$ cat config.mk
export PLATFORM = sky130hd
export DESIGN_NAME = lock_ctrl
export DESIGN_NICKNAME = d
export VERILOG_FILES = /design/src/rtl/lock_pkg.sv /design/src/rtl/key_debounce.sv /design/src/rtl/lock_ctrl.sv
export SDC_FILE = /design/constraint.sdc
export NUM_CORES = 1
export LEC_CHECK = 0
export ABC_CLOCK_PERIOD_IN_PS = 3400
export CORE_MARGIN = 5
export CORE_UTILIZATION = 30
export CTS_BUF_LIST = sky130_fd_sc_hd__clkbuf_8
export DETAILED_ROUTE_END_ITERATION = 10
export GPL_TIMING_DRIVEN = 0
export PLACE_DENSITY = 0.44
export SYNTH_ARGS = -nofsm -noshare
export SYNTH_HDL_FRONTEND = slang
export SYNTH_SLANG_ARGS = --single-unit
$ cat constraint.sdc
create_clock -name clk -period 3.4 [get_ports clk]
set_clock_uncertainty 0.05 [all_clocks]
set_input_delay 0.68 -clock clk [delete_from_list [all_inputs] [get_ports clk]]
set_output_delay 0.68 -clock clk [all_outputs]
set_load 0.05 [all_outputs]
$ cat src/rtl/lock_pkg.sv
// Shared state encoding, default timing constants and helpers for the lock controller.
package lock_pkg;

  localparam int DEB_CYCLES_DEF  = 240000;
  localparam int OPEN_CYCLES_DEF = 60000000;
  localparam int LOCK_CYCLES_DEF = 120000000;
  localparam int MAX_TRY_DEF     = 3;

  localparam logic [2:0] ST_SETUP  = 3'd0;
  localparam logic [2:0] ST_LOCKED = 3'd1;
  localparam logic [2:0] ST_CHECK  = 3'd2;
  localparam logic [2:0] ST_OPEN   = 3'd3;
  localparam logic [2:0] ST_ALARM  = 3'd4;

  function automatic int max2(input int a, input int b);
    return (a > b) ? a : b;
  endfunction

  // Counter width able to hold n-1, never narrower than one bit.
  function automatic int cnt_width(input int n);
    return (n > 2) ? $clog2(n) : 1;
  endfunction

endpackage

$ cat src/rtl/key_debounce.sv
// Synchronizes a raw active-low key, debounces it and emits one pulse per accepted press.
module key_debounce
  import lock_pkg::*;
#(
  parameter int DEB_CYCLES = DEB_CYCLES_DEF
) (
  input  logic clk,
  input  logic rst_n,
  input  logic key_n,
  output logic press
);

  localparam int W = cnt_width(DEB_CYCLES);
  localparam logic [W-1:0] RELOAD = W'(DEB_CYCLES - 1);

  logic         sync1;
  logic         sync2;
  logic         level;
  logic [W-1:0] cnt;

  always_ff @(posedge clk) begin
    if (!rst_n) begin
      sync1 <= 1'b1;
      sync2 <= 1'b1;
      level <= 1'b1;
      cnt   <= RELOAD;
      press <= 1'b0;
    end else begin
      sync1 <= key_n;
      sync2 <= sync1;
      press <= 1'b0;
      // Any sample agreeing with the accepted level restarts the stability window.
      if (sync2 == level) begin
        cnt <= RELOAD;
      end else if (cnt == '0) begin
        level <= sync2;
        cnt   <= RELOAD;
        press <= ~sync2;
      end else begin
        cnt <= cnt - 1'b1;
      end
    end
  end

endmodule

$ cat src/rtl/lock_ctrl.sv
// Password lock sequencer: programs the password, checks entries, opens, and locks out after failures.
//   state  | meaning
//   SETUP  | waiting for the first password to be programmed
//   LOCKED | closed, waiting for an entry attempt
//   CHECK  | single cycle evaluating com_result
//   OPEN   | unlocked, hold timer running; set key reprograms
//   ALARM  | lockout after MAX_TRY failures, all keys ignored
module lock_ctrl
  import lock_pkg::*;
#(
  parameter int DEB_CYCLES  = DEB_CYCLES_DEF,
  parameter int OPEN_CYCLES = OPEN_CYCLES_DEF,
  parameter int LOCK_CYCLES = LOCK_CYCLES_DEF,
  parameter int MAX_TRY     = MAX_TRY_DEF
) (
  input  logic       clk,
  input  logic       rst_n,
  input  logic       key_set_n,
  input  logic       key_enter_n,
  input  logic [7:0] sw,
  input  logic       com_result,
  output logic [7:0] ctrl,
  output logic       enter_trig,
  output logic       unlock,
  output logic       alarm,
  output logic [1:0] try_cnt
);

  localparam int TW = cnt_width(max2(OPEN_CYCLES, LOCK_CYCLES));
  localparam logic [TW-1:0] OPEN_LOAD = TW'(OPEN_CYCLES - 1);
  localparam logic [TW-1:0] LOCK_LOAD = TW'(LOCK_CYCLES - 1);
  localparam logic [1:0]    TRY_MAX   = 2'(MAX_TRY);

  logic          set_p;
  logic          enter_p;
  logic [2:0]    state;
  logic [TW-1:0] timer;
  logic [1:0]    try_inc;

  key_debounce #(.DEB_CYCLES(DEB_CYCLES)) u_deb_set (
    .clk   (clk),
    .rst_n (rst_n),
    .key_n (key_set_n),
    .press (set_p)
  );

  key_debounce #(.DEB_CYCLES(DEB_CYCLES)) u_deb_enter (
    .clk   (clk),
    .rst_n (rst_n),
    .key_n (key_enter_n),
    .press (enter_p)
  );

  assign try_inc = (try_cnt == TRY_MAX) ? try_cnt : try_cnt + 2'd1;

  always_ff @(posedge clk) begin
    if (!rst_n) begin
      state      <= ST_SETUP;
      ctrl       <= 8'h00;
      enter_trig <= 1'b0;
      unlock     <= 1'b0;
      alarm      <= 1'b0;
      try_cnt    <= 2'd0;
      timer      <= '0;
    end else begin
      enter_trig <= 1'b0;
      case (state)
        ST_SETUP: begin
          if (set_p) begin
            ctrl       <= sw;
            enter_trig <= 1'b1;
            state      <= ST_LOCKED;
          end
        end
        ST_LOCKED: begin
          if (enter_p) state <= ST_CHECK;
        end
        ST_CHECK: begin
          if (com_result) begin
            try_cnt <= 2'd0;
            unlock  <= 1'b1;
            timer   <= OPEN_LOAD;
            state   <= ST_OPEN;
          end else begin
            try_cnt <= try_inc;
            if (try_inc == TRY_MAX) begin
              alarm <= 1'b1;
              timer <= LOCK_LOAD;
              state <= ST_ALARM;
            end else begin
              state <= ST_LOCKED;
            end
          end
        end
        ST_OPEN: begin
          // Reprogramming takes priority over an expiring hold timer.
          if (set_p) begin
            ctrl       <= sw;
            enter_trig <= 1'b1;
            unlock     <= 1'b0;
            timer      <= '0;
            state      <= ST_LOCKED;
          end else if (timer == '0) begin
            unlock <= 1'b0;
            state  <= ST_LOCKED;
          end else begin
            timer <= timer - 1'b1;
          end
        end
        ST_ALARM: begin
          if (timer == '0) begin
            alarm   <= 1'b0;
            try_cnt <= 2'd0;
            state   <= ST_LOCKED;
          end else begin
            timer <= timer - 1'b1;
          end
        end
        default: state <= ST_SETUP;
      endcase
    end
  end

endmodule

==> impl_results.md, run 1 <==
- Die Span Y: ~130 µm
- Die W: 130 µm
- Routed WL: 11.5 mm
- Type of origin of the critical path: flip-flop
- CTS root buf: clkbuf_8
- Syn_area_per_cell: around 8.6 µm²
- Placed Area: 0.00478 mm²
- Worst-path clk slew: 0.09 ns
- Core Region: roughly 0.014 mm²
- Starting DRT DRC Count: roughly 150
- Area grow syn2layout: 15.1%
- DRC: 0
- Gr ovfl total: 0
- Ys flop type: dfxtp_1
- Share of layout cells above drive strength 1: 0.0835
- Most frequent cells in the layout: dfxtp_1 (87), nor2_1 (57), nand2_1 (46), a21oi_1 (25), clkdlybuf4s50_1 (24)
- WHS: 0.374 ns
- Maximum VDD drop: 0.251 mV
- Sw power: a little over 0.4 mW
- Async S/R FF share, synth: 0
- Crit end category: flip-flop
- DP HPWL: ~8.1 mm
- Initial antenna violation count: 0
- Switch share: 0.235
- Maximum root-to-sink buffer count: 2
- Post-synth net total: 517
- Buffers added on ports: 24
- Distinct cells, synth: between 70 and 80
- Sequential share of the synthesized area: 0.404
- Fmax: 373 MHz
- CP Max Fanout: 10
- Max transition margin: 0.0575
- Hold crit path type: reg -> reg
- Antenna diodes: 0
- Gate count of the mapped netlist: ~500
- CTS tree: yes
- YS warnings: 0
- Vias in the first global route: 3608
- CTS Hold Bufs: 0
- Number of I/O pins: 26
- GRT Util Overall: 0.141
- Setup CP Type: reg -> reg
- # setup viols final: 0
- Setup Buffers After CTS: 0
- Largest net degree at the start of global routing: 15
- Setup TNS: 0 ns
- RSZ-0062 raised after global routing: false
- Initial Utilization: 0.308
- Post-DRT Antenna Nets: 0
- PD cells: between 300 and 400 mW/mm²
- Post-Syn Area: 0.00431 mm²
- Leakage: 1.73 nW
- Tmin final: between 2 and 3 ns
- Post-synth EDFFs: 0
- Comb pwr share: 0.024
- Commonest non-fill, non-tap cell in the layout: dfxtp_1
- WL/cell: 16.0 µm
- Status: completed
- Htree depth: 3
- Critical path arrival: between 2 and 3 ns
- Global-route wire length before repair: 18.8 mm
- Synthesized flop and latch total: 87
- Int Pwr: ~1.3 mW
- Design area: 0.00496 mm²
- Final Hold Fails: 0
- CTS buffer count: 9
- Clk network pwr share: 0.393
- Max-cap violations: 0
- Measured slew at the worst slew-check pin: 1.40 ns
- Skew-Pair Late Insertion Delay: 0.37 ns
- Drt first pass iters: 4
- Die ar.: 0.0169 mm²
- Fin crit share: 0.789
- PostCTS Resize Cnt: 0
- Share of power burned in registers: 0.582
- RePlAce Congestion: slightly below 0.8
- Via density: 5.23
- Nets: 552
- Core Rows: 43
- Max Slew Vio Count: 0
- Clock Sinks: 87
- CP required: roughly 3.7 ns
- Vias: 3761
worst paths after layout:
check,slack [ns],cells after the start,end,startpoint
worst min-delay path,0.37,1,u_deb_enter.cnt[0]$_SDFF_PP1_,u_deb_enter.cnt[0]$_SDFF_PP1_
worst min register to register,0.37,1,u_deb_enter.cnt[0]$_SDFF_PP1_,u_deb_enter.cnt[0]$_SDFF_PP1_
worst max-delay path,0.72,6,timer[6]$_SDFFE_PN0P_,timer[6]$_SDFFE_PN0P_
worst max register to register,0.72,6,timer[6]$_SDFFE_PN0P_,timer[6]$_SDFFE_PN0P_
stage by stage:
step / setup WS (ns) / instances / power [mW] / util
finish: 0.719 / 719 / 1.76 / 0.355
CTS: 0.762 / 719 / 1.80 / 0.355
floorplan: 1.19 / 499 / 1.07 / -
detailed placement: 0.305 / 703 / 1.09 / 0.342
global placement: 0.370 / 703 / 1.09 / 0.342
global route: 0.463 / 719 / 1.84 / 0.355
registers in the layout (all words and copies together) (netlist names):
register           count
timer                 27
u_deb_enter.cnt       18
u_deb_set.cnt         18
ctrl                   8
state                  3
try_cnt                2
alarm                  1
enter_trig             1
u_deb_enter.level      1
u_deb_enter.press      1
u_deb_enter.sync1      1
u_deb_enter.sync2      1
u_deb_set.level        1
u_deb_set.press        1
u_deb_set.sync1        1
u_deb_set.sync2        1
unlock                 1
power groups by stage:
stage,Sequential [mW],Clock [mW],Combinational (mW)
2_1_floorplan,1.05,0,0.0189
3_3_place_gp,1.05,0,0.0427
3_5_place_dp,1.05,0,0.0431
4_1_cts,1.02,0.730,0.0433
5_1_grt,1.02,0.771,0.0467
6_report,1.02,0.691,0.0429
per-layer routing:
layer,GRT usage,share of wire,vias to the layer above
met5,0,0,-
met4,0.0452,0.024,0
met3,0.0405,0.042,18
met2,0.216,0.44,68
met1,0.193,0.49,1781
li1,-,-,1894
area by class of cell:
cell class	instances	area, µm²
well taps	180	225
multi-input cells	381	2410
fillers	1484	9030
clock inverters	5	33.8
repair buffers	24	240
flip-flops and latches	87	1740
plain buffers	17	104
inverters	14	52.6
clock buffers	11	151
critical path, cell delays in order (launching register included):
cell	delay [ns]
dfxtp_1	0.38
nor4_1	0.76
nand4_1	0.39
or2_1	0.36
clkbuf_1	0.24
and4_2	0.27
nor3_1	0.15
cell families (layout without fill, tap and decap cells):
group / count (synthesis) / count (layout) / share of synthesized area
and+or+nand+nor: 232 / 232 / 0.292
AOI/OAI and AO/OA: 99 / 99 / 0.159
buffers and inverters: 31 / 71 / 0.0363
muxes: 11 / 11 / 0.0255
adders and majority gates: 5 / 5 / 0.0145
xor gates and xnor gates: 34 / 34 / 0.0691
DFF: 87 / 87 / 0.404
synthesized netlist by cell type (all sizes together) (8+ instances only):
cell / count / share of area
nand3: 13 / 0.015
clkbuf: 13 / 0.016
nor4: 17 / 0.030
nor2: 57 / 0.050
o21ai: 23 / 0.027
a311oi: 8 / 0.016
nand2: 46 / 0.040
inv: 13 / 0.011
dfxtp: 87 / 0.40
or3: 11 / 0.017
nor3: 24 / 0.029
mux2i: 11 / 0.026
nand4: 9 / 0.013
a21oi: 25 / 0.029
xnor2: 22 / 0.045
xor2: 12 / 0.024
or4: 12 / 0.024
Note: power is estimated with default switching activity, not from simulation.
==> inputs of run 2 (changes only) <==
Settings changed: ABC_CLOCK_PERIOD_IN_PS 3400 to 2700.
Clock period 3.4 ns to 2.7 ns, I/O delays scaled along.
==> run 2 against run 1 <==
Compared with the run above: non-clock buffer count did not move; via count fell by 0.61%; sequential power rose by 26%; clock power rose by 26%; critical path type unchanged.
==> impl_results.md, run 2 (synthesis gave the netlist of run 1 again) <==
- Setup ws final: about 0.17 ns
- CP Max Fanout: 10
- Maximum VDD drop: 0.316 mV
- Status: completed
- Global-route wire length before repair: 18.8 mm
- Max transition margin: 0.106
- Initial antenna violation count: 0
- Placed Area: 0.00478 mm²
- Buffers added on ports: 24
- Placement Setup Slack: -0.255 ns
- Clock Sinks: 87
- Leakage: 1.75 nW
- Hold path depth: 1
- Critical path arrival: 2.78 ns
- Buffers and inverters on the worst path: 1
- Post-DRT Antenna Nets: 0
- Max-cap violations: 0
- Hold crit path type: reg -> reg
- CTS buffer count: 9
- Htree depth: 3
- WL/cell: 15.9 µm
- R2R cell count: 6
- Setup TNS: 0 ns
- RePlAce Congestion: 0.795
- Regs by FF count: timer x27, u_deb_enter.cnt x18, u_deb_set.cnt x18
- Setup Buffers After CTS: 0
- RSZ-0062 raised after global routing: false
- Type of origin of the critical path: flip-flop
- Vias: 3738
- Critical path depth in cells: 6
- Fillers: 1488
- Fin crit share: 0.939
- Tmin final: about 2.5 ns
- Skew-Pair Late Insertion Delay: approximately 0.38 ns
- Via density: 5.20
- Initial Utilization: 0.308
- Maximum root-to-sink buffer count: 2
- Final Hold Fails: 0
- Fmax: 395 MHz
- Die ar.: 0.0169 mm²
- Area grow syn2layout: 15.6%
- Most frequent cells in the layout: dfxtp_1 (87), nor2_1 (57), nand2_1 (46), a21oi_1 (25), clkdlybuf4s50_1 (24)
- Max Slew Vio Count: 0
- GRT Util Overall: 0.141
- Number of I/O pins: 26
- Nets: 552
- PD cells: 444 mW/mm²
- DRC: 0
- Antenna diodes: 0
- Slowest cell on crit path: nor4_2
- # setup viols final: 0
- Design area: 0.00498 mm²
- Die W: roughly 130 µm
- Measured slew at the worst slew-check pin: approximately 1.3 ns
- Commonest non-fill, non-tap cell in the layout: dfxtp_1
- Layout Utilization: 0.356
- CTS Hold Bufs: 0
- CTS root buf: clkbuf_8
- Gr ovfl total: 0
- CP required: about 3.0 ns
- R2r setup slk: 0.17 ns
- Critical-path cell list: nor4_2 -> nand4_1 -> or2_1 -> clkbuf_1 -> and4_2 -> nor3_1
- PostCTS Resize Cnt: 0
- Core Rows: 43
- WHS: 0.374 ns
- Largest net degree at the start of global routing: 15
- Worst-path clk slew: ~0.09 ns
- Crit end category: flip-flop
- Routed WL: 11.5 mm
- DP HPWL: ~8.1 mm
- CTS tree: yes
- Die Span Y: 130 µm
- CP delay by family, top: simple AND/OR/NAND/NOR gates
- Core Region: roughly 0.014 mm²
- Drt first pass iters: 4
- Worst path max stage delay: slightly below 0.6 ns
- Reg with most FFs: timer
- Vias in the first global route: 3608
- Setup CP Type: reg -> reg
- Starting DRT DRC Count: 180
- Largest register FFs: 27
- Share of layout cells above drive strength 1: 0.0928
-- run 2: area by class of cell --
class	instances	area (µm²)	area share
clock inverters	5	33.8	0.00678
well taps	180	225	0.0452
clock buffers	11	151	0.0304
repair buffers	24	240	0.0482
multi-input cells	381	2430	0.488
inverters	14	52.6	0.0105
flip-flops and latches	87	1740	0.350
plain buffers	17	105	0.0211
-- run 2: power breakdown --
| group | switching [mW] | internal, mW | total (mW) |
|---|---|---|---|
| combinational | 0.0306 | 0.0230 | 0.0536 |
| clock | 0.488 | 0.383 | 0.871 |
| sequential | 0.00251 | 1.29 | 1.29 |
| total | 0.521 | 1.69 | 2.21 |
-- run 2: final timing paths --
check / endpoint / from
setup / recovery: timer[6]$_SDFFE_PN0P_ / timer[11]$_SDFFE_PN0P_
setup reg to reg: timer[6]$_SDFFE_PN0P_ / timer[11]$_SDFFE_PN0P_
hold / removal: u_deb_enter.cnt[0]$_SDFF_PP1_ / u_deb_enter.cnt[0]$_SDFF_PP1_
hold reg to reg: u_deb_enter.cnt[0]$_SDFF_PP1_ / u_deb_enter.cnt[0]$_SDFF_PP1_
-- run 2: per-stage QoR --
step                power, mW  instances
finish                   2.21        719
global route             2.32        719
CTS                      2.26        719
detailed placement       1.37        703
global placement         1.37        703
floorplan                1.34        499
-- run 2: per-layer routing --
| metal | track usage | wire length, µm |
|---|---|---|
| met5 | 0 | 0 |
| met4 | 0.0452 | 245 |
| met3 | 0.0405 | 399 |
| met2 | 0.216 | 5130 |
| met1 | 0.193 | 5680 |
==> inputs of run 3 (changes only) <==
Settings changed: ABC_CLOCK_PERIOD_IN_PS 2700 to 2660.
Clock period 2.7 ns to 2.66 ns, I/O delays scaled along.
==> run 3 against run 2 <==
Compared with the run above: first-iteration DRC count up 1.7%; via count rose by 0.35%; total power rose by 1.5%; largest cell class unchanged; largest power group unchanged; register-to-register slack worse by 0.05 ns; critical path depth stayed put; die area did not move; highest routed layer unchanged.
==> impl_results.md, run 3 (synthesis gave the netlist of run 1 again) <==
- RSZ-0062 raised after global routing: false
- Die Span Y: 130 µm
- Placement Setup Slack: -0.287 ns
- Global-route wire length before repair: 18.8 mm
- Tmin final: between 2 and 3 ns
- Initial antenna violation count: 0
- Die ar.: 0.0169 mm²
- Buffers added on ports: 24
- Core Rows: 43
- CTS root buf: clkbuf_8
- Max Slew Vio Count: 0
- Layout Utilization: 0.357
- WL/cell: 15.9 µm
- Critical path arrival: 2.79 ns
- Setup Buffers After CTS: 0
- Measured slew at the worst slew-check pin: roughly 1 ns
- Most frequent cells in the layout: dfxtp_1 (87), nor2_1 (57), nand2_1 (46), a21oi_1 (25), clkdlybuf4s50_1 (24)
- Hold crit path type: reg -> reg
- Antenna diodes: 0
- Worst-path clk slew: 0.09 ns
- Starting DRT DRC Count: 183
- Total Power: 2.25 mW
- Clock Sinks: 87
- Setup ws final: 0.115 ns
- Largest net degree at the start of global routing: 15
- Vias: 3751
- Status: completed
- Fmax: 393 MHz
- Routed WL: 11.5 mm
- Crit end category: flip-flop
- Maximum root-to-sink buffer count: 2
- # setup viols final: 0
- Max-cap violations: 0
- Final Hold Fails: 0
- Nets: 552
- Leakage: 1.75 nW
- Share of layout cells above drive strength 1: 0.0946
- CP delay by family, top: simple AND/OR/NAND/NOR gates
- PD cells: 450 mW/mm²
- CP required: 2.91 ns
- Core Region: 0.0140 mm²
- Drt first pass iters: 4
- Largest register FFs: 27
- CTS Hold Bufs: 0
- Max transition margin: 0.317
- Commonest non-fill, non-tap cell in the layout: dfxtp_1
- Worst path max stage delay: 0.58 ns
- WHS: 0.374 ns
- Reg with most FFs: timer
- Skew-Pair Late Insertion Delay: 0.38 ns
- Type of origin of the critical path: flip-flop
- DRC: 0
- Vias in the first global route: roughly 3600
- Maximum VDD drop: 0.321 mV
- Buffers and inverters on the worst path: 1
- Setup TNS: 0 ns
- Area grow syn2layout: 15.7%
- Number of I/O pins: 26
- CTS tree: yes
- Setup CP Type: reg -> reg
- CP Max Fanout: 10
- Critical-path cell list: nor4_2 -> nand4_1 -> or2_1 -> clkbuf_1 -> and4_2 -> nor3_1
- Regs by FF count: timer x27, u_deb_enter.cnt x18, u_deb_set.cnt x18
- Post-DRT Antenna Nets: 0
- Via density: ~5.2
- Initial Utilization: 0.308
- RePlAce Congestion: about 0.80
- CTS buffer count: 9
- Fillers: 1487
- Die W: roughly 130 µm
- PostCTS Resize Cnt: 0
- Fin crit share: 0.957
- Slowest cell on crit path: nor4_2
- Gr ovfl total: 0
- DP HPWL: 8.11 mm
- R2r setup slk: 0.11 ns
- GRT Util Overall: 0.141
- Htree depth: 3
run 3: cell counts in the layout (fill, tap and decap cells not counted):
No cell type changed its count.
run 3: cell type report:
| type | instances | area (µm²) | share of cell area |
|---|---|---|---|
| clock buffer | 11 | 151 | 0.0304 |
| multi-input combinational | 381 | 2440 | 0.489 |
| inverter | 14 | 52.6 | 0.0105 |
| tap | 180 | 225 | 0.0452 |
| clock inverter | 5 | 33.8 | 0.00677 |
| sequential | 87 | 1740 | 0.349 |
| buffer | 17 | 105 | 0.0211 |
| timing repair buffer | 24 | 240 | 0.0482 |
run 3: final timing paths:
path / start / endpoint / cells after the start
worst max-delay path: timer[11]$_SDFFE_PN0P_ / timer[6]$_SDFFE_PN0P_ / 6
worst min-delay path: u_deb_enter.cnt[0]$_SDFF_PP1_ / u_deb_enter.cnt[0]$_SDFF_PP1_ / 1
worst max register to register: timer[11]$_SDFFE_PN0P_ / timer[6]$_SDFFE_PN0P_ / 6
worst min register to register: u_deb_enter.cnt[0]$_SDFF_PP1_ / u_deb_enter.cnt[0]$_SDFF_PP1_ / 1
run 3: layer usage:
| layer | global-route usage | part of all wire | vias to the layer above |
|---|---|---|---|
| met2 | 0.216 | 0.45 | 53 |
| met5 | 0 | 0 | - |
| met3 | 0.0405 | 0.035 | 16 |
| li1 | - | - | 1894 |
| met4 | 0.0452 | 0.021 | 0 |
| met1 | 0.193 | 0.50 | 1788 |
run 3: report_power, final:
group	internal [mW]	total [mW]	switching (mW)
sequential	1.30	1.31	0.00258
combinational	0.0236	0.0551	0.0315
clock	0.389	0.883	0.494
run 3: metrics by stage:
| stage | instances | instance area, µm² |
|---|---|---|
| 3_3_place_gp | 703 | 4780 |
| 5_1_grt | 719 | 4990 |
| 2_1_floorplan | 499 | 4310 |
| 3_5_place_dp | 703 | 4780 |
| 6_report | 719 | 4990 |
| 4_1_cts | 719 | 4960 |
